==> config.mk <==
export PLATFORM = sky130hd
export DESIGN_NAME = uart_tx_perip
export DESIGN_NICKNAME = d
export VERILOG_FILES = /design/src/rtl/uart_tx_perip.sv
export SDC_FILE = /design/constraint.sdc
export NUM_CORES = 1
export LEC_CHECK = 0
export BUFFER_PORTS_ARGS = -buffer_cell sky130_fd_sc_hd__buf_2
export CORE_ASPECT_RATIO = 0.8
export CORE_MARGIN = 3
export CORE_UTILIZATION = 55
export CTS_BUF_LIST = sky130_fd_sc_hd__clkbuf_16
export DETAILED_ROUTE_END_ITERATION = 8
export PLACE_DENSITY = 0.87
export SLEW_MARGIN = 25
export SYNTH_ARGS = -nofsm -noshare
export SYNTH_HDL_FRONTEND = slang
export SYNTH_SLANG_ARGS = --single-unit
==> constraint.sdc <==
create_clock -name clk_i -period 4.2 [get_ports clk_i]
set_clock_uncertainty 0.05 [all_clocks]
set_input_delay 0.21 -clock clk_i [delete_from_list [all_inputs] [get_ports clk_i]]
set_output_delay 0.21 -clock clk_i [all_outputs]
set_load 0.05 [all_outputs]
==> src/rtl/uart_tx_perip.sv <==
// UART 8N1 transmitter that polls a perip_mem control window for START,
// shifts the latched byte out on tx_o and reports BUSY/DONE back into the window.
module uart_tx_perip #(
    parameter logic [31:0] BASE  = 32'h0,
    parameter int          DIV_W = 16
) (
    input  logic        clk_i,
    input  logic        rst_i,
    output logic        write_perip,
    output logic [3:0]  be_perip,
    output logic [31:0] wraddr_perip,
    output logic [31:0] data_i_perip,
    output logic [31:0] rdaddr_perip,
    input  logic [31:0] data_o_perip,
    output logic        tx_o
);
    typedef enum logic [2:0] {
        S_INIT, S_IDLE, S_CLR, S_SETB, S_START, S_DATA, S_STOP, S_FIN
    } state_t;

    localparam logic [DIV_W-1:0] DIV_ONE   = DIV_W'(1);
    localparam logic [31:0]      ADDR_CTRL = BASE + 32'd3;
    localparam logic [31:0]      ADDR_STAT = BASE + 32'd4;

    state_t           state_q;
    logic             init_q;
    logic             tx_q;
    logic             wr_q;
    logic [3:0]       be_q;
    logic [31:0]      wraddr_q;
    logic [7:0]       wdata_q;
    logic [DIV_W-1:0] div_q;
    logic [DIV_W-1:0] cnt_q;
    logic [DIV_W-1:0] div_d;
    logic [7:0]       shift_q;
    logic [2:0]       bit_q;
    logic             unused_rd;

    // A programmed divisor of zero behaves as one cycle per bit.
    assign div_d = (DIV_W'(data_o_perip[15:0]) == '0) ? DIV_ONE : DIV_W'(data_o_perip[15:0]);
    assign unused_rd = ^data_o_perip[31:25];

    assign write_perip  = wr_q;
    assign be_perip     = be_q;
    assign wraddr_perip = wraddr_q;
    assign data_i_perip = {24'h0, wdata_q};
    assign rdaddr_perip = BASE;
    assign tx_o         = tx_q;

    // Bus outputs are registered on entry to the state that owns them,
    // so each write is presented for exactly the cycle spent in that state.
    always_ff @(posedge clk_i or posedge rst_i) begin
        if (rst_i) begin
            state_q  <= S_INIT;
            init_q   <= 1'b0;
            tx_q     <= 1'b1;
            wr_q     <= 1'b0;
            be_q     <= 4'h0;
            wraddr_q <= BASE;
            wdata_q  <= 8'h00;
            div_q    <= '0;
            cnt_q    <= '0;
            shift_q  <= 8'h00;
            bit_q    <= 3'd0;
        end else begin
            wr_q <= 1'b0;
            be_q <= 4'h0;
            case (state_q)
                S_INIT: begin
                    if (!init_q) begin
                        init_q   <= 1'b1;
                        wr_q     <= 1'b1;
                        be_q     <= 4'b0001;
                        wraddr_q <= ADDR_STAT;
                        wdata_q  <= 8'h00;
                    end else begin
                        state_q <= S_IDLE;
                        be_q    <= 4'hF;
                    end
                end
                S_IDLE: begin
                    if (data_o_perip[24]) begin
                        div_q    <= div_d;
                        shift_q  <= data_o_perip[23:16];
                        state_q  <= S_CLR;
                        wr_q     <= 1'b1;
                        be_q     <= 4'b0001;
                        wraddr_q <= ADDR_CTRL;
                        wdata_q  <= 8'h00;
                    end else begin
                        be_q <= 4'hF;
                    end
                end
                S_CLR: begin
                    state_q  <= S_SETB;
                    wr_q     <= 1'b1;
                    be_q     <= 4'b0001;
                    wraddr_q <= ADDR_STAT;
                    wdata_q  <= 8'h01;
                end
                S_SETB: begin
                    state_q <= S_START;
                    tx_q    <= 1'b0;
                    cnt_q   <= div_q - DIV_ONE;
                end
                S_START: begin
                    if (cnt_q == '0) begin
                        state_q <= S_DATA;
                        tx_q    <= shift_q[0];
                        shift_q <= {1'b0, shift_q[7:1]};
                        bit_q   <= 3'd0;
                        cnt_q   <= div_q - DIV_ONE;
                    end else begin
                        cnt_q <= cnt_q - DIV_ONE;
                    end
                end
                S_DATA: begin
                    if (cnt_q == '0) begin
                        cnt_q <= div_q - DIV_ONE;
                        if (bit_q == 3'd7) begin
                            state_q <= S_STOP;
                            tx_q    <= 1'b1;
                        end else begin
                            tx_q    <= shift_q[0];
                            shift_q <= {1'b0, shift_q[7:1]};
                            bit_q   <= bit_q + 3'd1;
                        end
                    end else begin
                        cnt_q <= cnt_q - DIV_ONE;
                    end
                end
                S_STOP: begin
                    if (cnt_q == '0) begin
                        state_q  <= S_FIN;
                        wr_q     <= 1'b1;
                        be_q     <= 4'b0001;
                        wraddr_q <= ADDR_STAT;
                        wdata_q  <= 8'h02;
                    end else begin
                        cnt_q <= cnt_q - DIV_ONE;
                    end
                end
                S_FIN: begin
                    state_q <= S_IDLE;
                    be_q    <= 4'hF;
                end
                default: state_q <= S_INIT;
            endcase
        end
    end
endmodule

==> results.txt, run 1 <==
status -> finished with violations
failing checks -> hold timing
worst skew pair latency -> 300 ps
IO Count -> 136
Die Height -> 81.6 um
Slew @ Worst Pin -> 948 ps
post-route ant nets -> 0
Port Buf Inserts -> 37
vias -> 2905
root buf cell -> clkbuf_16
maximum clock frequency -> 348 MHz
CTS resizes -> 0
Tcrit/Tclk final -> 68.4%
final instance area -> 3920 um^2
GRT Residual Overflow -> 0
Setup TNS Final -> 0 ps
crit-path max FO -> 19
critical path class -> reg -> reg
ys flop type -> dfrtp_1
final core occ -> 58.8%
# diodes -> 0
clk sinks -> 55
Post-synth EDFFs -> 0
Hold Path Class -> in -> async
die width -> 101 um
1st-iter DRT viols -> 339
fin crit period -> 2870 ps
Cells after Synth -> 420
sequential-to-total area share from yosys stat -> 35.0%
pwr dens -> 800 nW/um^2
DIE AREA -> 8210 um^2
GPL Wtd Cong -> 0.890
GRT Overall Usage -> 19.0%
crit path DAT -> 3040 ps
HPWL Detailed -> 5670 um
via density per instance -> 5.49
H-Tree Depth -> 2
largest net degree at the start of global routing -> 56
worst hold slack -> -31.5 ps
WL/cell -> 14.6 um
share of cells above drive strength 1 -> 17.1%
Area growth syn-to-layout -> -0.382%
number of global-route vias before repair -> 2524
NumNets Final -> 487
RSZ-0062 raised after global routing -> false
cts-stage hold buffer count -> 0
WL final -> 7710 um
startpoint type of the worst setup path -> flop
core box area -> 6670 um^2
global-route wire length before repair -> 12500 um
Worst EP required -> 4360 ps
Post-Syn Area per Cell -> 9.37 um^2
Max IR drop VDD -> 518 uV
Cell Rows -> 26
Hold Vio Cnt, Final -> 54
Max-Slew Margin vs Limit -> 36.8%
Max Cap Viol -> 0
post-CTS setup buffer count -> 0
synth warn -> 0
Cell Area, Synth -> 3930 um^2
CTS tree -> done
Placed Instance Area -> 3770 um^2
Lkg Pwr -> 1.79 nW
cts bufs inserted -> 5
Slew Viols, Final -> 0
CTS clk-pin slew, worst paths -> 70 ps
Residual DRC -> 0
final setup fails -> 0
Max Root-Sink Buffers -> 2
antenna violations before repair -> 0
Seq cells post-synth -> 55
Critical Path Sink Type -> flop
drt pass-1 iters -> 5
initial core utilization -> 59.0%
Synth cell types -> 61
Post-synth ARST share -> 100%
-- cells by family after synthesis --
family                   share of synthesized area [%]
AND/OR/NAND/NOR                                   16.2
buffers and inverters                             21.4
multiplexers                                      5.63
flip-flops                                        35.0
XOR/XNOR                                          2.89
adder cells (fa/ha/maj)                           2.86
AO/OA/AOI/OAI                                     15.9
other                                           0.0953
-- metrics by stage --
step	setup WS, ps	cells	power [W]
final	1330	529	0.00313
after global routing	959	529	0.00335
after CTS	1340	529	0.00312
after detailed placement	1380	521	0.00269
after global placement	1470	521	0.00262
after floorplan	2120	510	0.00248
-- state kept, by name, summed over array words and instances, names as in the netlist --
signal,count
cnt_q,16
init_q,1
shift_q,8
bit_q,3
tx_o,1
write_perip,1
state_q,3
wraddr_perip,2
wdata_q,2
be_perip,2
div_q,16
-- placed cells by master (no fill, tap or decap), types with 4 or more instances in the layout --
| master | Yosys | final |
|---|---|---|
| nor3_1 | 9 | 9 |
| dfrtp_1 | 54 | 54 |
| a21o_1 | 5 | 5 |
| o21ai_1 | 10 | 10 |
| nand4_1 | 5 | 5 |
| o32ai_1 | 5 | 5 |
| a21oi_1 | 13 | 13 |
| a31oi_1 | 8 | 8 |
| nor2_1 | 19 | 19 |
| a22o_1 | 13 | 13 |
| and2_1 | 4 | 4 |
| ha_1 | 9 | 9 |
| clkbuf_16 | 0 | 5 |
| o22ai_1 | 7 | 7 |
| xor2_1 | 11 | 11 |
| buf_2 | 5 | 37 |
| or3_1 | 4 | 4 |
| o21ai_0 | 11 | 11 |
| nor4_1 | 9 | 9 |
| nand2_1 | 28 | 28 |
| mux2_2 | 15 | 15 |
| or4_1 | 4 | 4 |
| nand3_1 | 6 | 6 |
| conb_1 | 1 | 91 |
| inv_1 | 14 | 13 |
-- final timing paths --
path	cells after the start	slack, ps	to	start
worst min register to register	1	460	init_q	init_q
worst min-delay path	2	-30	div_q[12]	rst_i
worst max register to register	7	1330	shift_q[0]	state_q[1]
max in group asynchronous	2	3680	cnt_q[11]	rst_i
worst max-delay path	7	1330	shift_q[0]	state_q[1]
min in group clk_i	2	100	div_q[9]	data_o_perip[9]
-- cells in the mapped netlist, drive strengths merged (3+ instances only) --
cell type,count,area [um^2]
nand4,6,52.6
nand2,28,105
clkbuf,6,22.5
and2,4,25.0
a31oi,8,50.1
nand3,6,30.0
a21o,5,37.5
nor2,19,71.3
mux2i,3,30.0
o32ai,5,43.8
nor4,12,111
nand3b,3,22.5
nor3,10,61.3
or3,4,25.0
a22o,13,114
o21ai,22,114
or4,4,30.0
xor2,11,96.3
inv,14,52.6
a21oi,16,98.9
dfrtp,54,1350
o22ai,7,43.8
mux2,17,191
nor2b,3,18.8
ha,9,113
buf,104,768
-- power by group --
group | internal, W | leakage [nW] | switching (W)
sequential | 0.000772 | 0.645 | 0.000281
combinational | 0.000604 | 1.08 | 0.00106
clock | 0.000220 | 0.0658 | 0.000194
total | 0.00160 | 1.79 | 0.00154
-- cell type report --
| class | instances | area, um^2 |
|---|---|---|
| Clock buffer | 5 | 125 |
| Tap cell | 84 | 105 |
| Sequential cell | 55 | 1380 |
| Clock inverter | 3 | 20.0 |
| Timing Repair Buffer | 37 | 185 |
| Fill cell | 559 | 2750 |
| Inverter | 14 | 55.1 |
| Multi-Input combinational cell | 331 | 2050 |
-- worst max-delay path, cell delays in order (launching register included) --
cell	delay [ps]
dfrtp_1	440
inv_1	110
ha_1	390
nor2b_1	330
nand2_1	500
a22oi_2	700
nor2_1	90
a31oi_1	180
-- per-layer routing --
layer  up-vias  global-route usage [%]  share of wire [%]
li1       1353                       -                  -
met1      1388                    26.7                 43
met2       154                    30.0                 47
met3        10                    3.23                8.5
met4         0                    6.46                1.5
met5         -                       0                  0
Power figures use the tool's default switching activity.
==> inputs of run 2 (changes only) <==
Settings changed: CORE_UTILIZATION 55 to 51, PLACE_DENSITY 0.87 to 0.81.
Clock period 4.2 ns to 2.9 ns, I/O delays scaled along.
==> run 2 against run 1 <==
Net effect:
- critical endpoint is now cnt_q[14]
- critical path type unchanged
- combinational power is 47% higher
- hold slack better by 71 ps
- sequential power is 45% higher
- count of clock-buffer cells in the layout stayed put
- utilization is 3.2 points lower
- the run now ends clean
==> results.txt, run 2 (same netlist as run 1, synthesis figures left out) <==
status -> finished, final reports clean
GPL Wtd Cong -> 0.868 (-2.5%)
DIE AREA -> 8810 um^2 (+7.3%)
final instance area -> 3980 um^2 (+1.6%)
root buf cell -> clkbuf_16
WHS Path Cells -> 2
CTS tree -> done
most frequent cells in the layout -> 91 x conb_1, 54 x dfrtp_1, 37 x buf_2
Max IR drop VDD -> 688 uV (+33%)
commonest non-fill, non-tap cell in the layout -> conb_1
Worst Hold Launch -> data_o_perip[4]
global-route wire length before repair -> 12500 um (-0.38%)
Placed Instance Area -> 3830 um^2 (+1.5%)
Die Height -> 84.6 um (+3.6%)
antenna violations before repair -> 0 (unchanged)
CP Buf/Inv Count -> 1 (unchanged)
NumNets Final -> 493 (+1.2%)
worst reg2reg path startpoint -> cnt_q[0]
worst hold endpoint -> div_q[4]
core box area -> 7160 um^2 (+7.4%)
number of global-route vias before repair -> 2594 (+2.8%)
worst hold slack -> 39.8 ps (+71.3 ps)
reg-to-reg endpoint -> cnt_q[14]
# diodes -> 0 (unchanged)
post-route setup slack -> 397 ps (-930 ps)
critical path class -> reg -> reg
via density per instance -> 5.28 (-3.9%)
RSZ-0062 raised after global routing -> false
Max-Slew Margin vs Limit -> 42.7% (+5.9 points)
HPWL Detailed -> 5830 um (+2.8%)
cts bufs inserted -> 5 (unchanged)
H-Tree Depth -> 2 (unchanged)
startpoint type of the worst setup path -> flop
R2R cell count -> 7 (unchanged)
Slew @ Worst Pin -> 852 ps (-96.3 ps)
Critical Path Sink Type -> flop
WL/cell -> 14.0 um (-3.9%)
IO Count -> 136 (unchanged)
pwr dens -> 1150 nW/um^2 (+44%)
Hold Path Class -> in -> reg
WP depth -> 7 (unchanged)
maximum clock frequency -> 399 MHz (+15%)
Cell Rows -> 27 (+3.8%)
drt pass-1 iters -> 4 (-1)
1st-iter DRT viols -> 161 (-53%)
die width -> 104 um (+3.6%)
CTS clk-pin slew, worst paths -> 70 ps (about the same)
Slew Viols, Final -> 0 (unchanged)
crit-path max cell delay -> 600 ps (-100 ps)
Worst EP required -> 3030 ps (-1330 ps)
WL final -> 7720 um (+0.13%)
largest registers -> cnt_q: 16 flops, div_q: 16 flops, shift_q: 8 flops
Port Buf Inserts -> 37 (unchanged)
Residual DRC -> 0 (unchanged)
Lkg Pwr -> 1.82 nW (+1.8%)
crit path DAT -> 2640 ps (-400 ps)
pre-CTS setup slack -> 458 ps (-921 ps)
reg-to-reg slack, setup -> 400 ps (-930 ps)
crit-path max FO -> 24 (+5)
crit-path cells -> inv_1, ha_1, nor4b_4, nand4_4, a21oi_4, o21ai_1, a211o_1
share of cells above drive strength 1 -> 17.8% (+0.70 points)
Max Root-Sink Buffers -> 2 (unchanged)
GRT Residual Overflow -> 0 (unchanged)
GRT Overall Usage -> 17.1% (-1.9 points)
post-CTS setup buffer count -> 0 (unchanged)
Tcrit/Tclk final -> 86.3% (+18 points)
CP top delay family -> compound AO/OA/AOI/OAI gates
worst skew pair latency -> 300 ps (about the same)
crit path max-delay cell type -> a21oi_4
Setup TNS Final -> 0 ps (unchanged)
fin crit period -> 2500 ps (-370 ps)
Hold Vio Cnt, Final -> 0 (-100%)
final setup fails -> 0 (unchanged)
Max Cap Viol -> 0 (unchanged)
vias -> 2908 (+0.10%)
largest net degree at the start of global routing -> 37 (-34%)
clk sinks -> 55 (unchanged)
initial core utilization -> 54.9% (-4.1 points)
post-route ant nets -> 0 (unchanged)
Area growth syn-to-layout -> 1.24%
## run 2: changes by cell type in the layout (fill, tap and decap cells not counted), sizes merged
cell,previous run,this run
dlygate4sd3,0,1
inv,14,15
buf,37,42
clkinvlp,2,0
## run 2: final cells by class
type,instances,area (um^2)
sequential,55,1380
timing repair buffer,43,233
tap,101,126
multi-input combinational,331,2050
fill,637,3180
clock inverter,2,17.5
inverter,14,52.6
clock buffer,5,125
## run 2: how the worst max path moves through the flow
stage          startpoint        end  slack [ps]
5_1_grt          cnt_q[0]  cnt_q[14]         180
2_1_floorplan  state_q[1]  div_q[15]         820
4_1_cts          cnt_q[0]  cnt_q[14]         420
6_report         cnt_q[0]  cnt_q[14]         400
3_5_place_dp     cnt_q[0]  cnt_q[14]         460
3_3_place_gp     cnt_q[0]  cnt_q[14]         530
## run 2: per-stage QoR
stage / util [%] / instances / power, W
global route: 55.6 / 551 / 0.00489
floorplan: - / 510 / 0.00359
finish: 55.6 / 551 / 0.00458
global placement: 53.5 / 543 / 0.00385
detailed placement: 53.5 / 543 / 0.00396
CTS: 55.6 / 551 / 0.00457
## run 2: repair_timing
item / in CTS / in global routing
hold buffers: 1 / 0
endpoints found under the hold margin: 34 / 0
resized for setup: 0 / 0
## run 2: report_power, final
part / total (W) / switching (W) / internal, W
clock network: 0.000607 / 0.000286 / 0.000321
logic: 0.00245 / 0.00154 / 0.000911
registers: 0.00152 / 0.000403 / 0.00112
## run 2: per-layer routing
layer | up-vias | GRT usage [%] | wire (um)
met3 | 11 | 2.46 | 610
met2 | 123 | 27.3 | 3550
li1 | 1362 | - | -
met4 | 0 | 5.80 | 104
met5 | - | 0 | 0
met1 | 1412 | 24.0 | 3450
==> inputs of run 3 (changes only) <==
Settings changed: CORE_UTILIZATION 51 to 55, PLACE_DENSITY 0.81 to 0.87, SKIP_LAST_GASP from default to 1.
Clock period 2.9 ns to 3.07 ns, I/O delays scaled along.
==> run 3 against run 2 <==
Net effect:
- design area down 0.13%
- cell count down 3.1%
- non-clock buffer count down 1
- count of clock-buffer cells in the layout unchanged
- sequential power down 5%
- via count up 0.76%
- utilization up 4.0 points
- clock power up 4.1%
- critical path depth unchanged
- largest cell class unchanged
- largest power group unchanged
==> results.txt, run 3 (same netlist as run 1, synthesis figures left out) <==
# diodes -> 0 (unchanged)
busiest grt layer -> met2
critical path class -> reg -> reg
maximum clock frequency -> 399 MHz (-0.18%)
core box area -> 6670 um^2 (-6.9%)
Setup TNS Final -> 0 ps (unchanged)
largest net degree at the start of global routing -> 56 (+51%)
Max Cap Viol -> 0 (unchanged)
NumNets Final -> 492 (-0.20%)
via density per instance -> 5.49 (+4.0%)
post-CTS setup buffer count -> 0 (unchanged)
Worst EP required -> 3190 ps (+160 ps)
GR Util met1 -> 27.7% (+3.7 points)
CP startpoint -> cnt_q[0]
cts bufs inserted -> 5 (unchanged)
post-route ant nets -> 0 (unchanged)
Port Buf Inserts -> 37 (unchanged)
Layout Cells excl Fill -> 534 (-3.1%)
IO Count -> 136 (unchanged)
fin crit period -> 2510 ps (+4.56 ps)
crit-path max cell delay -> 580 ps (-20 ps)
largest registers -> cnt_q: 16 flops, div_q: 16 flops, shift_q: 8 flops
1st-iter DRT viols -> 308 (+91%)
status -> finished, final reports clean
crit path max-delay cell type -> a21oi_4
die width -> 101 um (-3.5%)
Hold Vio Cnt, Final -> 0 (unchanged)
crit path DAT -> 2630 ps (about the same)
final setup fails -> 0 (unchanged)
GPL Wtd Cong -> 0.869 (+0.14%)
Hold Path Class -> in -> reg
root buf cell -> clkbuf_16
commonest non-fill, non-tap cell in the layout -> conb_1
GRT Residual Overflow -> 0 (unchanged)
pwr dens -> 1110 nW/um^2 (-3.5%)
total power -> 0.00442 W (-3.6%)
initial core utilization -> 59.0% (+4.1 points)
WL final -> 7980 um (+3.3%)
clk sinks -> 55 (unchanged)
Max-Slew Margin vs Limit -> 39.2% (-3.5 points)
fillers -> 572 (-10%)
GRT Overall Usage -> 19.7% (+2.6 points)
most frequent cells in the layout -> 91 x conb_1, 54 x dfrtp_1, 37 x buf_2
Cell Rows -> 26 (-3.7%)
CTS tree -> done
Critical Path Sink Type -> flop
Slew Viols, Final -> 0 (unchanged)
final instance area -> 3980 um^2 (-0.13%)
DIE AREA -> 8210 um^2 (-6.8%)
share of cells above drive strength 1 -> 17.6% (-0.22 points)
HPWL Detailed -> 5940 um (+1.8%)
startpoint type of the worst setup path -> flop
crit-path max FO -> 24 (unchanged)
global-route wire length before repair -> 12800 um (+2.6%)
Slew @ Worst Pin -> 903 ps (+51.9 ps)
WL/cell -> 14.9 um (+6.6%)
vias -> 2930 (+0.76%)
met2 usage -> 31.7% (+4.4 points)
worst hold slack -> 54.9 ps (+15.1 ps)
drt pass-1 iters -> 7 (+3)
RSZ-0062 raised after global routing -> false
antenna violations before repair -> 0 (unchanged)
CTS clk-pin slew, worst paths -> 70 ps (about the same)
Worst Hold Launch -> data_o_perip[11]
Residual DRC -> 0 (unchanged)
Tcrit/Tclk final -> 81.7% (-4.6 points)
met3 usage -> 3.06% (+0.60 points)
worst reg2reg path startpoint -> cnt_q[0]
Area growth syn-to-layout -> 1.11%
Lkg Pwr -> 1.83 nW (+0.34%)
dpl cells -> 525 (-3.3%)
number of global-route vias before repair -> 2607 (+0.50%)
Placed Instance Area -> 3800 um^2 (-0.69%)
crit-path cells -> inv_1, ha_1, nor4b_4, nand4_4, a21oi_4, o32ai_1, a22o_1
Max Root-Sink Buffers -> 2 (unchanged)
Max IR drop VDD -> 687 uV (-0.12%)
worst skew pair latency -> 290 ps (about the same)
H-Tree Depth -> 2 (unchanged)
reg-to-reg slack, setup -> 560 ps (+170 ps)
Die Height -> 81.6 um (-3.4%)
[run 3: cell types whose count changed in the layout (fill, tap and decap cells not counted), sizes merged]
cell	previous run	this run
clkinv	1	2
bufinv	0	1
inv	15	14
buf	42	41
[run 3: final cells by class]
| type | instances | area, um^2 | share of cell area [%] |
|---|---|---|---|
| Sequential cell | 55 | 1380 | 34.6 |
| Inverter | 14 | 55.1 | 1.38 |
| Clock buffer | 5 | 125 | 3.15 |
| Timing Repair Buffer | 42 | 225 | 5.66 |
| Tap cell | 84 | 105 | 2.64 |
| Multi-Input combinational cell | 331 | 2050 | 51.6 |
| Clock inverter | 3 | 38.8 | 0.975 |
[run 3: layer usage]
metal | vias to the layer above | wire, um
met4 | 0 | 125
met3 | 17 | 558
met5 | - | 0
li1 | 1369 | -
met2 | 158 | 3800
met1 | 1386 | 3500
[run 3: final timing paths]
| check | end | cells after the start |
|---|---|---|
| setup reg to reg | cnt_q[11] | 7 |
| hold reg to reg | init_q | 1 |
| min in group asynchronous | div_q[15] | 3 |
| hold / removal | div_q[11] | 2 |
| setup / recovery | cnt_q[11] | 7 |
| max in group asynchronous | be_perip[0] | 3 |
[run 3: repair_timing]
item	in CTS	in global routing
endpoints found under the hold margin	54	0
setup endpoints to repair	0	0
hold buffers	1	0
resized for setup	0	0
[run 3: per-stage QoR]
step	setup slack, ps	utilization [%]
floorplan	985	-
global placement	693	57.0
detailed placement	608	57.0
CTS	587	59.6
global route	392	59.6
finish	562	59.6
[run 3: power breakdown]
part	total, W	switching, W	leakage (nW)	internal (W)
Combinational	0.00234	0.00148	1.10	0.000862
Clock	0.000632	0.000251	0.0812	0.000381
Sequential	0.00144	0.000386	0.645	0.00106
Total	0.00442	0.00212	1.83	0.00230
[run 3: worst max-delay path, delay by kind of cell (launching register included)]
family	cells	cell delay [ps]
adders and majority gates	1	170
AOI/OAI and AO/OA	3	1040
and+or+nand+nor	2	580
DFF	1	420
buffers and inverters	1	130
